--- config.mk ---
export PLATFORM = sky130hd
export DESIGN_NAME = id_fetch_queue_flat
export DESIGN_NICKNAME = d
export VERILOG_FILES = /design/src/rtl/id_fetch_queue_if.sv /design/src/rtl/id_fetch_queue.sv /design/src/flat_wrapper.sv
export SDC_FILE = /design/constraint.sdc
export NUM_CORES = 1
export LEC_CHECK = 0
export BUFFER_PORTS_ARGS = -buffer_cell sky130_fd_sc_hd__buf_2
export CORE_MARGIN = 10
export CORE_UTILIZATION = 52
export CTS_CLUSTER_DIAMETER = 40
export CTS_CLUSTER_SIZE = 10
export DETAILED_ROUTE_END_ITERATION = 10
export PLACE_DENSITY = 0.7
export REMOVE_ABC_BUFFERS = 1
export SLEW_MARGIN = 15
export SYNTH_ARGS = -nofsm -noshare
export SYNTH_HDL_FRONTEND = slang
export SYNTH_SLANG_ARGS = --single-unit
--- constraint.sdc ---
create_clock -name clk -period 4 [get_ports clk]
set_clock_uncertainty 0.05 [all_clocks]
set_input_delay 1.2 -clock clk [delete_from_list [all_inputs] [get_ports clk]]
set_output_delay 1.2 -clock clk [all_outputs]
set_load 0.01 [all_outputs]
--- src/rtl/id_fetch_queue_if.sv ---
`default_nettype none
// ============================================================================
//  Module   : id_fetch_queue_if
//  Brief    : IF->ID queue bus: fetch-side push, decode-side pop, flush
//             control and status. The queue takes the slave modport; the
//             fetch/decode logic (or a testbench) takes the master modport.
//  Revision : 1.0  initial release
// ============================================================================
interface id_fetch_queue_if #(
   parameter int DEPTH  = 4,
   parameter int PC_W   = 32,
   parameter int INST_W = 32
);
   localparam int c_CW = $clog2(DEPTH) + 1;

   logic              in_valid;
   logic [PC_W-1:0]   in_pc;
   logic [INST_W-1:0] in_inst;
   logic              in_ready;
   logic              out_valid;
   logic              out_ready;
   logic [PC_W-1:0]   out_pc;
   logic [INST_W-1:0] out_inst;
   logic              flush;
   logic              flush_keep;
   logic              stallreq_fetch;
   logic [c_CW-1:0]   count;
   logic              overflow_err;

   modport slave (
      input  in_valid, in_pc, in_inst, out_ready, flush, flush_keep,
      output in_ready, out_valid, out_pc, out_inst, stallreq_fetch, count, overflow_err
   );

   modport master (
      output in_valid, in_pc, in_inst, out_ready, flush, flush_keep,
      input  in_ready, out_valid, out_pc, out_inst, stallreq_fetch, count, overflow_err
   );
endinterface
`default_nettype wire

--- src/rtl/id_fetch_queue.sv ---
`default_nettype none
// ============================================================================
//  Module   : id_fetch_queue
//  Brief    : DEPTH-entry circular FIFO of {pc, inst} pairs between IF and ID.
//             Head is read combinationally (no bypass, 1-cycle fill latency),
//             registered fetch-stall request, branch flush with optional
//             delay-slot keep, sticky overflow flag.
//  Revision : 1.0  initial release
// ============================================================================
module id_fetch_queue #(
   parameter int DEPTH     = 4,
   parameter int PC_W      = 32,
   parameter int INST_W    = 32,
   parameter int AF_MARGIN = 1
) (
   input  wire                clk,
   input  wire                resetn,
   id_fetch_queue_if.slave    q
);
   localparam int c_PW = $clog2(DEPTH);
   localparam int c_CW = c_PW + 1;
   localparam logic [c_CW-1:0] c_FULL    = c_CW'(DEPTH);
   localparam logic [c_CW-1:0] c_AF_TH   = c_CW'(DEPTH - AF_MARGIN);
   localparam logic [c_CW-1:0] c_CNT_ONE = c_CW'(1);
   localparam logic [c_PW-1:0] c_PTR_ONE = c_PW'(1);

   logic [PC_W-1:0]   r_pc_mem   [DEPTH];
   logic [INST_W-1:0] r_inst_mem [DEPTH];

   logic [c_PW-1:0] r_rd_ptr;
   logic [c_PW-1:0] r_wr_ptr;
   logic [c_CW-1:0] r_count;
   logic            r_stall;
   logic            r_ovf;

   logic            w_out_valid;
   logic            w_in_ready;
   logic            w_push;
   logic            w_pop;
   logic            w_e_exists;
   logic [c_PW-1:0] w_e_idx;
   logic            w_wr_en;
   logic [c_PW-1:0] w_rd_next;
   logic [c_PW-1:0] w_wr_next;
   logic [c_CW-1:0] w_cnt_next;

   assign w_out_valid = (r_count != '0);
   // When full, a push is only accepted into the slot the same-cycle pop frees.
   assign w_in_ready  = (r_count != c_FULL) | (w_out_valid & q.out_ready);
   assign w_push      = q.in_valid & w_in_ready;
   assign w_pop       = w_out_valid & q.out_ready;

   // E: oldest entry left after this cycle's pop (the delay slot on flush_keep).
   assign w_e_idx     = w_pop ? (r_rd_ptr + c_PTR_ONE) : r_rd_ptr;
   assign w_e_exists  = (r_count > (w_pop ? c_CNT_ONE : '0));

   // Next pointer/occupancy; flush overrides normal push/pop bookkeeping.
   always_comb begin
      w_rd_next  = r_rd_ptr;
      w_wr_next  = r_wr_ptr;
      w_cnt_next = r_count;
      w_wr_en    = 1'b0;
      if (q.flush) begin
         if (q.flush_keep && w_e_exists) begin
            w_rd_next  = w_e_idx;
            w_wr_next  = w_e_idx + c_PTR_ONE;
            w_cnt_next = c_CNT_ONE;
         end else if (q.flush_keep && w_push) begin
            w_wr_en    = 1'b1;
            w_rd_next  = r_wr_ptr;
            w_wr_next  = r_wr_ptr + c_PTR_ONE;
            w_cnt_next = c_CNT_ONE;
         end else begin
            w_rd_next  = r_wr_ptr;
            w_cnt_next = '0;
         end
      end else begin
         if (w_push) begin
            w_wr_en   = 1'b1;
            w_wr_next = r_wr_ptr + c_PTR_ONE;
         end
         if (w_pop) begin
            w_rd_next = r_rd_ptr + c_PTR_ONE;
         end
         case ({w_push, w_pop})
            2'b10:   w_cnt_next = r_count + c_CNT_ONE;
            2'b01:   w_cnt_next = r_count - c_CNT_ONE;
            default: w_cnt_next = r_count;
         endcase
      end
   end

   // Storage write; contents need no reset since count gates visibility.
   always_ff @(posedge clk) begin
      if (w_wr_en) begin
         r_pc_mem[r_wr_ptr]   <= q.in_pc;
         r_inst_mem[r_wr_ptr] <= q.in_inst;
      end
   end

   // Control state, stall request and sticky overflow flag.
   always_ff @(posedge clk or negedge resetn) begin
      if (!resetn) begin
         r_rd_ptr <= '0;
         r_wr_ptr <= '0;
         r_count  <= '0;
         r_stall  <= 1'b0;
         r_ovf    <= 1'b0;
      end else begin
         r_rd_ptr <= w_rd_next;
         r_wr_ptr <= w_wr_next;
         r_count  <= w_cnt_next;
         r_stall  <= (w_cnt_next >= c_AF_TH);
         // A flush discards the incoming fetch anyway, so it is not an overflow.
         if (q.in_valid && !w_in_ready && !q.flush) begin
            r_ovf <= 1'b1;
         end
      end
   end

   assign q.in_ready       = w_in_ready;
   assign q.out_valid      = w_out_valid;
   assign q.out_pc         = w_out_valid ? r_pc_mem[r_rd_ptr]   : '0;
   assign q.out_inst       = w_out_valid ? r_inst_mem[r_rd_ptr] : '0;
   assign q.stallreq_fetch = r_stall;
   assign q.count          = r_count;
   assign q.overflow_err   = r_ovf;
endmodule
`default_nettype wire

--- src/flat_wrapper.sv ---
// flat-port wrapper written by rule: the top's interface ports become plain ports
module id_fetch_queue_flat 
#(
   parameter int DEPTH     = 4,
   parameter int PC_W      = 32,
   parameter int INST_W    = 32,
   parameter int AF_MARGIN = 1
)
  (clk, resetn, q_in_valid, q_in_pc, q_in_inst, q_out_ready, q_flush, q_flush_keep, q_in_ready, q_out_valid, q_out_pc, q_out_inst, q_stallreq_fetch, q_count, q_overflow_err);
  id_fetch_queue_if #(.DEPTH(DEPTH), .PC_W(PC_W), .INST_W(INST_W)) q_i ();
  input  wire clk;
  input  wire resetn;
  input wire logic [$bits(q_i.in_valid)-1:0] q_in_valid;
  input wire logic [$bits(q_i.in_pc)-1:0] q_in_pc;
  input wire logic [$bits(q_i.in_inst)-1:0] q_in_inst;
  input wire logic [$bits(q_i.out_ready)-1:0] q_out_ready;
  input wire logic [$bits(q_i.flush)-1:0] q_flush;
  input wire logic [$bits(q_i.flush_keep)-1:0] q_flush_keep;
  output wire logic [$bits(q_i.in_ready)-1:0] q_in_ready;
  output wire logic [$bits(q_i.out_valid)-1:0] q_out_valid;
  output wire logic [$bits(q_i.out_pc)-1:0] q_out_pc;
  output wire logic [$bits(q_i.out_inst)-1:0] q_out_inst;
  output wire logic [$bits(q_i.stallreq_fetch)-1:0] q_stallreq_fetch;
  output wire logic [$bits(q_i.count)-1:0] q_count;
  output wire logic [$bits(q_i.overflow_err)-1:0] q_overflow_err;
  assign q_i.in_valid = q_in_valid;
  assign q_i.in_pc = q_in_pc;
  assign q_i.in_inst = q_in_inst;
  assign q_i.out_ready = q_out_ready;
  assign q_i.flush = q_flush;
  assign q_i.flush_keep = q_flush_keep;
  assign q_in_ready = q_i.in_ready;
  assign q_out_valid = q_i.out_valid;
  assign q_out_pc = q_i.out_pc;
  assign q_out_inst = q_i.out_inst;
  assign q_stallreq_fetch = q_i.stallreq_fetch;
  assign q_count = q_i.count;
  assign q_overflow_err = q_i.overflow_err;
  id_fetch_queue #(.DEPTH(DEPTH), .PC_W(PC_W), .INST_W(INST_W), .AF_MARGIN(AF_MARGIN)) u_core (.clk(clk), .resetn(resetn), .q(q_i));
endmodule
# After elaboration in Yosys (flattened, before gate mapping)
# Memories as Yosys holds them, arrays and structs flattened.
# Index checks and enable logic that the tools add are counted.
[op_classes]
n_addsub = 5
order_cmp = 2
eq_ne = 4
muxes = 20
bitwise_logic = 3
reduce_logical = 9
[op_table]
columns = ["operator", "count"]
rows = [
  ["$mux W32", 2],
  ["$mux W2", 7],
  ["$mux W1", 8],
  ["$add A2 B1 Y2 const B", 3],
  ["$mux W3", 2],
  ["$pmux W3 S2", 1],
  ["$logic_and A1 B1 Y1", 4],
  ["$add A3 B1 Y3 const B", 1],
  ["$ge A3 B2 Y1 const B", 1],
  ["$gt A3 B3 Y1", 1],
  ["$ne A3 B1 Y1 const B", 1],
  ["$ne A3 B3 Y1 const B", 1],
  ["$reduce_bool A3 Y1", 1],
  ["$sub A3 B1 Y3 const B", 1],
  ["$and A1 B1 Y1", 2],
  ["$eq A2 B1 Y1 const B", 1],
  ["$eq A2 B2 Y1 const B", 1],
  ["$logic_not A1 Y1", 2],
  ["$reduce_and A2 Y1", 1],
  ["$reduce_bool A2 Y1", 1],
  ["$or A1 B1 Y1", 1],
]
[totals]
ff_bits = 9
mem_bits_rw = 256
input_bits = 70
n_memories = 2
[mem_list]
columns = ["name", "words", "width", "rd", "rd_clocked_by_memory_dff", "write_ports", "line", "rtl"]
rows = [
  ["u_core.r_inst_mem", 4, 32, 1, 0, 1, "id_fetch_queue.sv:28", "logic [INST_W-1:0] r_inst_mem [DEPTH];"],
  ["u_core.r_pc_mem", 4, 32, 1, 0, 1, "id_fetch_queue.sv:27", "logic [PC_W-1:0] r_pc_mem [DEPTH];"],
]

# Logic depth before layout (Yosys ltp)
# Gate-level depths: netlist (run 1).
[depth]
ltp_word = 10
mapped_depth = 9
ltp_nobuf = 8

# Worst setup path after synthesis (run 1)
# Ideal clock, no wire load.
[synth_path]
kind = "input-to-reg"
from = "input q_out_ready"
to = "memory u_core.r_inst_mem[0][0], enable pin"
t_arrival_ns = 3.234
t_required_ns = 3.521
path_slack_ns = 0.287
cell_stages = 5
n_path_buf = 1
path_cell_list = "or4b_1 buf_2 nand2_1 a21oi_1 and2_1"
[synth_via]
elab_chain_len = 9
word_cells_on_any_way = 13
[synth_lines]
columns = ["element", "line", "rtl"]
rows = [
  ["start: declaration", "flat_wrapper.sv:16", "input wire logic [$bits(q_i.out_ready)-1:0] q_out_ready;"],
  ["$and A1 B1 Y1 (*)", "id_fetch_queue.sv:49", "assign w_in_ready = (r_count != c_FULL) | (w_out_valid & q.out_ready);"],
  ["$or A1 B1 Y1 (*)", "id_fetch_queue.sv:49", ""],
  ["named net q_in_ready", "flat_wrapper.sv:19", "output wire logic [$bits(q_i.in_ready)-1:0] q_in_ready;"],
  ["$and A1 B1 Y1 (*)", "id_fetch_queue.sv:50", "assign w_push = q.in_valid & w_in_ready;"],
  ["$logic_and A1 B1 Y1", "id_fetch_queue.sv:68", "end else if (q.flush_keep && w_push) begin"],
  ["$mux W1", "id_fetch_queue.sv:68", ""],
  ["$mux W1", "id_fetch_queue.sv:64", "if (q.flush_keep && w_e_exists) begin"],
  ["$mux W1 (*)", "id_fetch_queue.sv:63", "if (q.flush) begin"],
  ["$mux W1 (*)", "id_fetch_queue.sv:95", "if (w_wr_en) begin"],
  ["$mux W1 (not written as such) (*)", "id_fetch_queue.sv:97", "r_inst_mem[r_wr_ptr] <= q.in_inst;"],
  ["end: declaration", "id_fetch_queue.sv:28", ""],
]
# The timed path passes the listed nets; every way through them passes the cells marked *.

# Final worst setup path (run 1)
[layout_path]
from = "register u_core.r_count[1] (netlist: u_core.q.count[1])"
to = "output q_out_pc[2]"
[layout_via]
elab_chain_len = 2
[layout_lines]
columns = ["element", "line", "rtl"]
rows = [
  ["start: declaration", "id_fetch_queue.sv:32", "logic [c_CW-1:0] r_count;"],
  ["start signal: assignment", "id_fetch_queue.sv:112", "r_count <= w_cnt_next;"],
  ["$reduce_bool A3 Y1", "id_fetch_queue.sv:47", "assign w_out_valid = (r_count != '0);"],
  ["$mux W32", "id_fetch_queue.sv:123", "assign q.out_pc = w_out_valid ? r_pc_mem[r_rd_ptr] : '0;"],
  ["end: declaration", "flat_wrapper.sv:21", "output wire logic [$bits(q_i.out_pc)-1:0] q_out_pc;"],
]
# No other way between the ends.

==> flow_metrics.tcl, run 1 <==
set metrics [dict create \
    numPortBuffers 140 \
    final_core_utilization 0.646 \
    io_pins 141 \
    fp.dieW_um 161 \
    tns_ns 0 \
    synth_cell_types 38 \
    drc 0 \
    initial_core_util 0.531 \
    clock_path_buffers 3 \
    crit_fanout 38 \
    cts_resized 0 \
    wl_met3_mm 1.39 \
    vias 5098 \
    cp-start-kind "flop" \
    clk_pin_slew_ns 0.05 \
    cp.required_ns 2.75 \
    num_rows 51 \
    hold_class "flop to flop" \
    ir_drop_mv 0.585 \
    synth.cell_area_um2 10400 \
    synth_area_leaders "edfxtp_1, mux4_2, and2_1" \
    max_slew.worst_pin.slew_ns 0.585 \
    grt_pass1_vias 5685 \
    drv_slew 0 \
    min-delay-start "u_core.q.overflow_err$_DFFE_PN0P_" \
    viasPerCell 5.46 \
    finalSetupViolCount 0 \
    end_kind "output port" \
    ys_top_cells_by_count "edfxtp_1, and2_1, mux4_2" \
    htreeDepth 2 \
    p_leak_uw 0.00448 \
    powerDensity_nw_per_um2 767 \
    fmax_mhz 272 \
    cts_inserted_buffers 37 \
    drt-met1-wl_mm 8.33 \
    wl_met2_mm 10.2 \
    place_congestion 0.765 \
    drtIter0Drc 346 \
    ys.flop_type "edfxtp_1" \
    numClockSinks 265 \
    dpl.hpwl_mm 12.5 \
    drt_wl_total_mm 20.2 \
    slew_headroom 0.610 \
    grt_max_degree 39 \
    nets 720 \
    antenna_found_initial 7 \
    rsz0062_at_grt "no" \
    grt.overflow.total 0 \
    clk_latency_ns 0.49 \
    yosysTopAreaCell "edfxtp_1" \
    antenna_left 0 \
    die_h_um 161 \
    startpoint "u_core.q.count[1]$_DFF_PN0_" \
    dr.max_layer_used "met5" \
    fin_crit_sh 0.919 \
    seq_area_frac_synth 0.763 \
    drv_cap 0 \
    outcome "completed" \
    die_area_um2 26000 \
    fillCellCount 1360 \
    min_period_ns 3.68 \
    cp_data_arrival_time_ns 2.43 \
    drive_gt1_frac 0.417 \
    synth.most_common_cell "edfxtp_1" \
    core-area_um2 19500 \
    wire_per_inst_um 21.6 \
    worst_hold_path.num_cells 1 \
    synthArstFlopShare 0.0340 \
    gr-usage-all-layers 0.156 \
    finalHoldViolations 0 \
    r2r_cells 8 \
    synth_cells 483 \
    dr.pass1.iters 4 \
    avgSynthCellArea_um2 21.5 \
    grt_pass1_wl_mm 31.9 \
    critPathKind "flop to output port" \
    r2r-start "u_core.q.count[1]$_DFF_PN0_" \
    cts_hold_buf 0 \
    synth_seq_cells 265 \
    root_buffer "clkbuf_16" \
    postCtsSetupBuffers 0 \
    ys_warn_count 0 \
    p_total_uw 9670 \
    netlist.area_leader.share 0.742 \
    syn_to_final_growth_pct 21.7 \
    cts_tree "yes" \
    synth_edf_count 256 \
]
[logic make-up (layout without fill, tap and decap cells)]
family,after synthesis,in the layout,synth area share
other,0,3,0
AO/OA/AOI/OAI,12,12,0.00881
AND/OR/NAND/NOR,94,94,0.0566
adder cells (fa/ha/maj),5,5,0.00676
multiplexers,70,70,0.145
XOR/XNOR,6,6,0.00507
buffers and inverters,31,213,0.0145
flip-flops,265,265,0.763
[per-layer routing]
metal / vias up / global-route usage
met3: 28 / 0.0516
li1: 2277 / -
met1: 2629 / 0.194
met2: 158 / 0.261
met4: 6 / 0.0376
met5: - / 0
[layout make-up]
class / instances / area [um^2] / share of cell area
flip-flops and latches: 265 / 7920 / 0.628
multi-input cells: 187 / 2310 / 0.184
clock buffers: 43 / 991 / 0.0786
repair buffers: 152 / 878 / 0.0696
well taps: 265 / 332 / 0.0263
clock inverters: 16 / 160 / 0.0127
inverters: 2 / 7.51 / 0.000595
diodes: 3 / 7.51 / 0.000595
[registers in the layout, summed over array words and instances, names as in the netlist]
name	cells
u_core.r_inst_mem	128
u_core.r_pc_mem	128
u_core.q.count	3
u_core.r_rd_ptr	2
u_core.r_wr_ptr	2
u_core.q.overflow_err	1
u_core.q.stallreq_fetch	1
[per-stage QoR]
stage	setup slack [ns]	hold slack, ns	instances	instance area [um^2]
6_report	0.324	0.421	933	12600
2_1_floorplan	-0.705	0.463	454	10200
5_1_grt	0.207	0.456	931	12600
3_3_place_gp	0.572	0.406	871	11500
3_5_place_dp	0.542	0.417	871	11500
4_1_cts	0.283	0.427	930	12600
[cells in the final DEF (no fill, tap or decap), types with 2 or more instances in the layout]
cell / instances
bufinv_16: 3
nand3_1: 4
a21oi_1: 3
ha_1: 4
clkbuf_1: 4
and2_4: 4
buf_2: 140
nand2b_1: 5
clkinv_1: 5
nor2_1: 6
inv_6: 3
dfrtp_1: 7
xnor2_1: 3
dfrtp_4: 2
and2_1: 64
mux4_2: 64
diode_2: 3
xor2_1: 3
clkbuf_16: 39
buf_12: 7
nand2_1: 3
clkinv_2: 5
mux2i_1: 5
edfxtp_1: 256
buf_4: 5
inv_1: 2
[power breakdown]
group	internal [uW]	switching, uW
logic	1440	1520
registers	3500	196
clock network	1950	1060
total	6890	2780
[worst paths after layout]
check / end / slack (ns)
hold / removal: u_core.q.overflow_err$_DFFE_PN0P_ / 0.42
hold reg to reg: u_core.q.overflow_err$_DFFE_PN0P_ / 0.42
max in group asynchronous: u_core.r_rd_ptr[1]$_DFF_PN0_ / 3.19
setup reg to reg: u_core.q.stallreq_fetch$_DFF_PN0_ / 0.86
setup / recovery: q_out_pc[2] / 0.32
min in group asynchronous: u_core.q.count[1]$_DFF_PN0_ / 0.51
[worst max-delay path, cell delays in order, from the launching register on]
cell and delay (ns):
dfrtp_1 0.49, or3_2 0.82, buf_12 0.28, and2_1 0.16, buf_2 0.14
Note: power is estimated with default switching activity, not from simulation.
==> run 2, diff against run 1 <==
ABC_AREA = 1   (was unset)
==> flow_metrics.tcl, run 2 <==
set metrics [dict create \
    outcome "completed" \
    cts_inserted_buffers 36 \
    syn_to_final_growth_pct 20.0 \
    drv_slew 0 \
    slew_headroom 0.416 \
    dpl.hpwl_mm 13.1 \
    synth_area_leaders "edfxtp_1, nor2_1, o21ai_0" \
    yosysTopAreaCell "edfxtp_1" \
    numPortBuffers 140 \
    io_pins 141 \
    netlist.area_leader.share 0.732 \
    critPathKind "flop to output port" \
    root_buffer "clkbuf_16" \
    drv_cap 0 \
    stdcell_area_um2 12600 \
    power_frac_seq 0.376 \
    min_period_ns 3.50 \
    end_kind "output port" \
    die_area_um2 26300 \
    fmax_mhz 286 \
    ir_drop_mv 0.423 \
    place_area_um2 11500 \
    synth_seq_cells 265 \
    ys.flop_type "edfxtp_1" \
    antenna_found_initial 3 \
    rsz0062_at_grt "no" \
    dp_worst_setup_slack_ns 0.844 \
    power_frac_comb 0.333 \
    fp.dieW_um 162 \
    gr-usage-all-layers 0.173 \
    switching_share 0.345 \
    place_congestion 0.838 \
    htreeDepth 2 \
    drc 0 \
    cp_data_arrival_time_ns 2.25 \
    cts_resized 0 \
    ys_top_cells_by_count "nor2_1, edfxtp_1, o21ai_0" \
    ys_warn_count 0 \
    cp-start-kind "flop" \
    numClockSinks 265 \
    drt_wl_total_mm 23.2 \
    clkPwrFrac 0.291 \
    dr.pass1.iters 5 \
    powerDensity_nw_per_um2 773 \
    synth_cell_types 22 \
    synth_cells 846 \
    cp.required_ns 2.75 \
    vias 6845 \
    final_common_cell "nor2_1" \
    synth_edf_count 256 \
    postCtsSetupBuffers 0 \
    p_leak_uw 0.00465 \
    clk_latency_ns 0.48 \
    core-area_um2 19700 \
    drive_gt1_frac 0.212 \
    clock_path_buffers 3 \
    grt_max_degree 87 \
    drtIter0Drc 541 \
    crit_fanout 21 \
    grt_pass1_vias 6910 \
    fin_ws_ns 0.499 \
    timing.hold.ws_ns 0.421 \
    grt.overflow.total 0 \
    grt_pass1_wl_mm 36.2 \
    cts_hold_buf 0 \
    synthArstFlopShare 0.0340 \
    netSwitchingPower_uw 3360 \
    wire_per_inst_um 18.2 \
    finalHoldViolations 0 \
    power.internal_uw 6380 \
    hold_class "flop to flop" \
    clk_pin_slew_ns 0.05 \
    seq_area_frac_synth 0.753 \
    cts_tree "yes" \
    die_h_um 162 \
    fin_crit_sh 0.875 \
    viasPerCell 5.37 \
    fillCellCount 1541 \
    initial_core_util 0.535 \
    synth.cell_area_um2 10500 \
    most-common-layout-cells "nor2_1, edfxtp_1, buf_2" \
    avgSynthCellArea_um2 12.4 \
    num_rows 51 \
    max_slew.worst_pin.slew_ns 0.877 \
    finalSetupViolCount 0 \
    nets 1069 \
    antenna_left 0 \
    synth.most_common_cell "nor2_1" \
]
==> run 2: changes by cell type after synthesis, sizes merged, moves of 24 or more <==
cell	previous run	this run
a21oi	3	64
and2	68	0
mux4	64	0
nand2	3	27
nor2	6	266
o21ai	0	133
==> run 2: critical path: stages (launching register included) <==
cell	delay (ns)
dfrtp_1	0.42
nor2_1	0.18
nand2_2	0.12
inv_2	0.43
buf_4	0.34
a21oi_1	0.11
buf_2	0.16
==> run 2: cell type report <==
class                           count  area [um^2]  share of cell area
Sequential cell                   265         7920               0.628
Multi-Input combinational cell    513         2300               0.182
Clock buffer                       43          948              0.0753
Timing Repair Buffer              157          916              0.0727
Tap cell                          265          332              0.0263
Clock inverter                      9          106             0.00844
Inverter                           21         80.1             0.00635
Antenna cell                        1         2.50            0.000199
==> run 2: cells by family after synthesis <==
| logic type | after synthesis | share of synthesized area |
|---|---|---|
| and+or+nand+nor | 307 | 0.113 |
| AOI/OAI and AO/OA | 199 | 0.0952 |
| DFF | 265 | 0.753 |
| buffers and inverters | 68 | 0.0307 |
| adders and majority gates | 5 | 0.00667 |
| xor gates and xnor gates | 2 | 0.00167 |
==> run 2: through the flow <==
| stage | utilization | total power, uW | cells | TNS [ns] |
|---|---|---|---|---|
| 5_1_grt | 0.641 | 10400 | 1274 | 0 |
| 2_1_floorplan | - | 5620 | 799 | -333.45 |
| 4_1_cts | 0.641 | 9860 | 1273 | 0 |
| 3_5_place_dp | 0.587 | 7020 | 1221 | 0 |
| 3_3_place_gp | 0.587 | 6960 | 1221 | 0 |
| 6_report | 0.641 | 9740 | 1274 | 0 |
==> run 2: final timing paths <==
kind	startpoint	slack [ns]	depth (start not counted)	to
worst min register to register	u_core.q.overflow_err$_DFFE_PN0P_	0.42	1	u_core.q.overflow_err$_DFFE_PN0P_
min in group asynchronous	resetn	0.52	1	u_core.q.count[1]$_DFF_PN0_
max in group asynchronous	resetn	3.17	1	u_core.r_rd_ptr[0]$_DFF_PN0_
worst min-delay path	u_core.q.overflow_err$_DFFE_PN0P_	0.42	1	u_core.q.overflow_err$_DFFE_PN0P_
worst max-delay path	u_core.q.count[1]$_DFF_PN0_	0.50	6	q_out_pc[14]
worst max register to register	u_core.q.count[2]$_DFF_PN0_	1.71	8	u_core.r_pc_mem[0][26]$_DFFE_PP_
==> run 2: power by group through the flow <==
stage	clock (uW)	sequential (uW)	combinational, uW
CTS	2880	3660	3320
detailed placement	0	3710	3300
global route	3000	3700	3660
floorplan	0	3870	1750
global placement	0	3700	3260
finish	2830	3660	3250
==> run 2: layer usage <==
layer  wire (um)  share of wire  global-route usage  vias up
met5          13        0.00056                   0        -
met4         448          0.019              0.0505        2
met3        1660          0.072              0.0495       41
met2       11500           0.50               0.294      216
met1        9550           0.41               0.210     3309
li1            -              -                   -     3277
==> run 3, diff against run 2 <==
CORE_ASPECT_RATIO = 2   (was unset)
CORE_UTILIZATION = 35   (was 52)
PLACE_DENSITY = 0.5   (was 0.7)
==> flow_metrics.tcl, run 3 (synthesis results as in run 2) <==
set metrics [dict create \
    tns_ns 0 \
    numClockSinks 265 \
    final_common_cell "nor2_1" \
    regArea_um2 7920 \
    grt.overflow.total 0 \
    cts_hold_buf 0 \
    min_period_ns 3.56 \
    drt_wl_total_mm 25.8 \
    numPortBuffers 140 \
    die_h_um 265 \
    finalHoldViolations 0 \
    end_kind "output port" \
    dpl.hpwl_mm 15.0 \
    min-delay-start "u_core.q.overflow_err$_DFFE_PN0P_" \
    max_stage_delay_ns 0.43 \
    cts_tree "yes" \
    min_to "u_core.q.overflow_err$_DFFE_PN0P_" \
    outcome "completed" \
    clkPwrFrac 0.274 \
    hold_class "flop to flop" \
    fmax_mhz 281 \
    critPathKind "flop to output port" \
    slew_headroom 0.509 \
    nets 1067 \
    drtIter0Drc 271 \
    htreeDepth 2 \
    powerDensity_nw_per_um2 760 \
    cp_data_arrival_time_ns 2.31 \
    drc 0 \
    initial_core_util 0.355 \
    p_leak_uw 0.00460 \
    max_slew.worst_pin.slew_ns 0.736 \
    crit_path_frequent_cell "nor2_1" \
    netSwitchingPower_uw 3430 \
    core-area_um2 29600 \
    wire_per_inst_um 18.8 \
    switching_share 0.356 \
    viasPerCell 4.83 \
    fin_cells 1372 \
    drv_slew 0 \
    cts_resized 0 \
    multi_input_area_um2 2300 \
    rrSetupSlack_ns 1.70 \
    cp_top_family "buffers and inverters" \
    place_congestion 0.765 \
    grt_pass1_wl_mm 39.5 \
    reg2reg_to "u_core.r_pc_mem[3][20]$_DFFE_PP_" \
    antenna_left 0 \
    fin_crit_sh 0.890 \
    cts_inserted_buffers 34 \
    r2r-start "u_core.q.count[1]$_DFF_PN0_" \
    io_pins 141 \
    grt_pass1_vias 6941 \
    finalSetupViolCount 0 \
    slowest_stage "dfrtp_4" \
    clock_path_buffers 3 \
    path_buf_inv 2 \
    clk_pin_slew_ns 0.05 \
    diodes 0 \
    rsz0062_at_grt "no" \
    syn_to_final_growth_pct 20.4 \
    cp-start-kind "flop" \
    antenna_found_initial 4 \
    crit_fanout 129 \
    grt_max_degree 130 \
    root_buffer "clkbuf_16" \
    placedCellCount 1320 \
    power_frac_comb 0.350 \
    fp.dieW_um 143 \
    p_total_uw 9620 \
    vias 6622 \
    cp.required_ns 2.75 \
    most-common-layout-cells "nor2_1, edfxtp_1, buf_2" \
    drv_cap 0 \
    gr-usage-all-layers 0.136 \
    ir_drop_mv 0.454 \
    postCtsSetupBuffers 0 \
    worst_hold_path.num_cells 1 \
    drive_gt1_frac 0.207 \
    num_rows 89 \
    crit_chain "buf_12 -> nor2_1 -> nor2_1 -> o21ai_0 -> a21oi_1 -> buf_2" \
    clk_latency_ns 0.50 \
    power.internal_uw 6190 \
    fillCellCount 2765 \
    dr.pass1.iters 5 \
    die_area_um2 37800 \
    power_frac_seq 0.376 \
    r2r_cells 6 \
]
## run 3: cell types whose count changed in the layout (fill, tap and decap cells not counted), sizes merged
| cell | before | now |
|---|---|---|
| bufinv | 2 | 0 |
| inv | 21 | 22 |
| clkinv | 5 | 4 |
| clkbuf | 43 | 45 |
| diode | 1 | 0 |
## run 3: worst register-to-register path: stages (launching register included)
cell	delay, ns
dfrtp_1	0.44
nor2_1	0.18
o21ai_0	0.15
o22ai_1	0.26
inv_1	0.24
nor2_4	0.36
buf_12	0.29
## run 3: worst max-delay path by stage
stage	from	endpoint	slack, ns	depth (start not counted)
3_5_place_dp	q_out_ready	u_core.r_inst_mem[3][2]$_DFFE_PP_	0.82	8
4_1_cts	u_core.r_rd_ptr[0]$_DFF_PN0_	q_out_pc[22]	0.42	6
2_1_floorplan	u_core.r_rd_ptr[0]$_DFF_PN0_	q_out_pc[30]	-1.26	3
5_1_grt	u_core.r_rd_ptr[0]$_DFF_PN0_	q_out_inst[17]	0.31	6
3_3_place_gp	q_out_ready	u_core.r_pc_mem[3][4]$_DFFE_PP_	0.88	8
6_report	u_core.r_rd_ptr[0]$_DFF_PN0_	q_out_inst[17]	0.44	6
## run 3: area by class of cell
| type | instances | area share |
|---|---|---|
| Inverter | 21 | 0.00633 |
| Clock buffer | 45 | 0.0722 |
| Tap cell | 364 | 0.0360 |
| Multi-Input combinational cell | 513 | 0.182 |
| Timing Repair Buffer | 157 | 0.0744 |
| Clock inverter | 7 | 0.00356 |
| Sequential cell | 265 | 0.626 |
## run 3: metal layers
metal / vias to the layer above / GRT usage / routed length, um / part of all wire
li1: 3259 / - / - / -
met1: 3188 / 0.143 / 9640 / 0.37
met2: 131 / 0.260 / 14400 / 0.56
met3: 40 / 0.0291 / 1210 / 0.047
met4: 4 / 0.0434 / 551 / 0.021
met5: - / 0 / 31 / 0.0012
## run 3: metrics by stage
| step | area [um^2] | hold WS (ns) | setup WS [ns] | utilization |
|---|---|---|---|---|
| 5_1_grt | 12700 | 0.476 | 0.309 | 0.427 |
| 4_1_cts | 12700 | 0.467 | 0.423 | 0.427 |
| 6_report | 12700 | 0.460 | 0.442 | 0.427 |
| 3_5_place_dp | 11700 | 0.450 | 0.820 | 0.395 |
| 2_1_floorplan | 10300 | 0.463 | -1.26 | - |
| 3_3_place_gp | 11700 | 0.485 | 0.883 | 0.395 |
## run 3: power by group through the flow
stage	sequential (uW)	clock, uW	combinational, uW
2_1_floorplan	3870	0	1750
3_3_place_gp	3670	0	3490
3_5_place_dp	3670	0	3510
4_1_cts	3620	2710	3520
5_1_grt	3650	2850	3820
6_report	3620	2640	3360
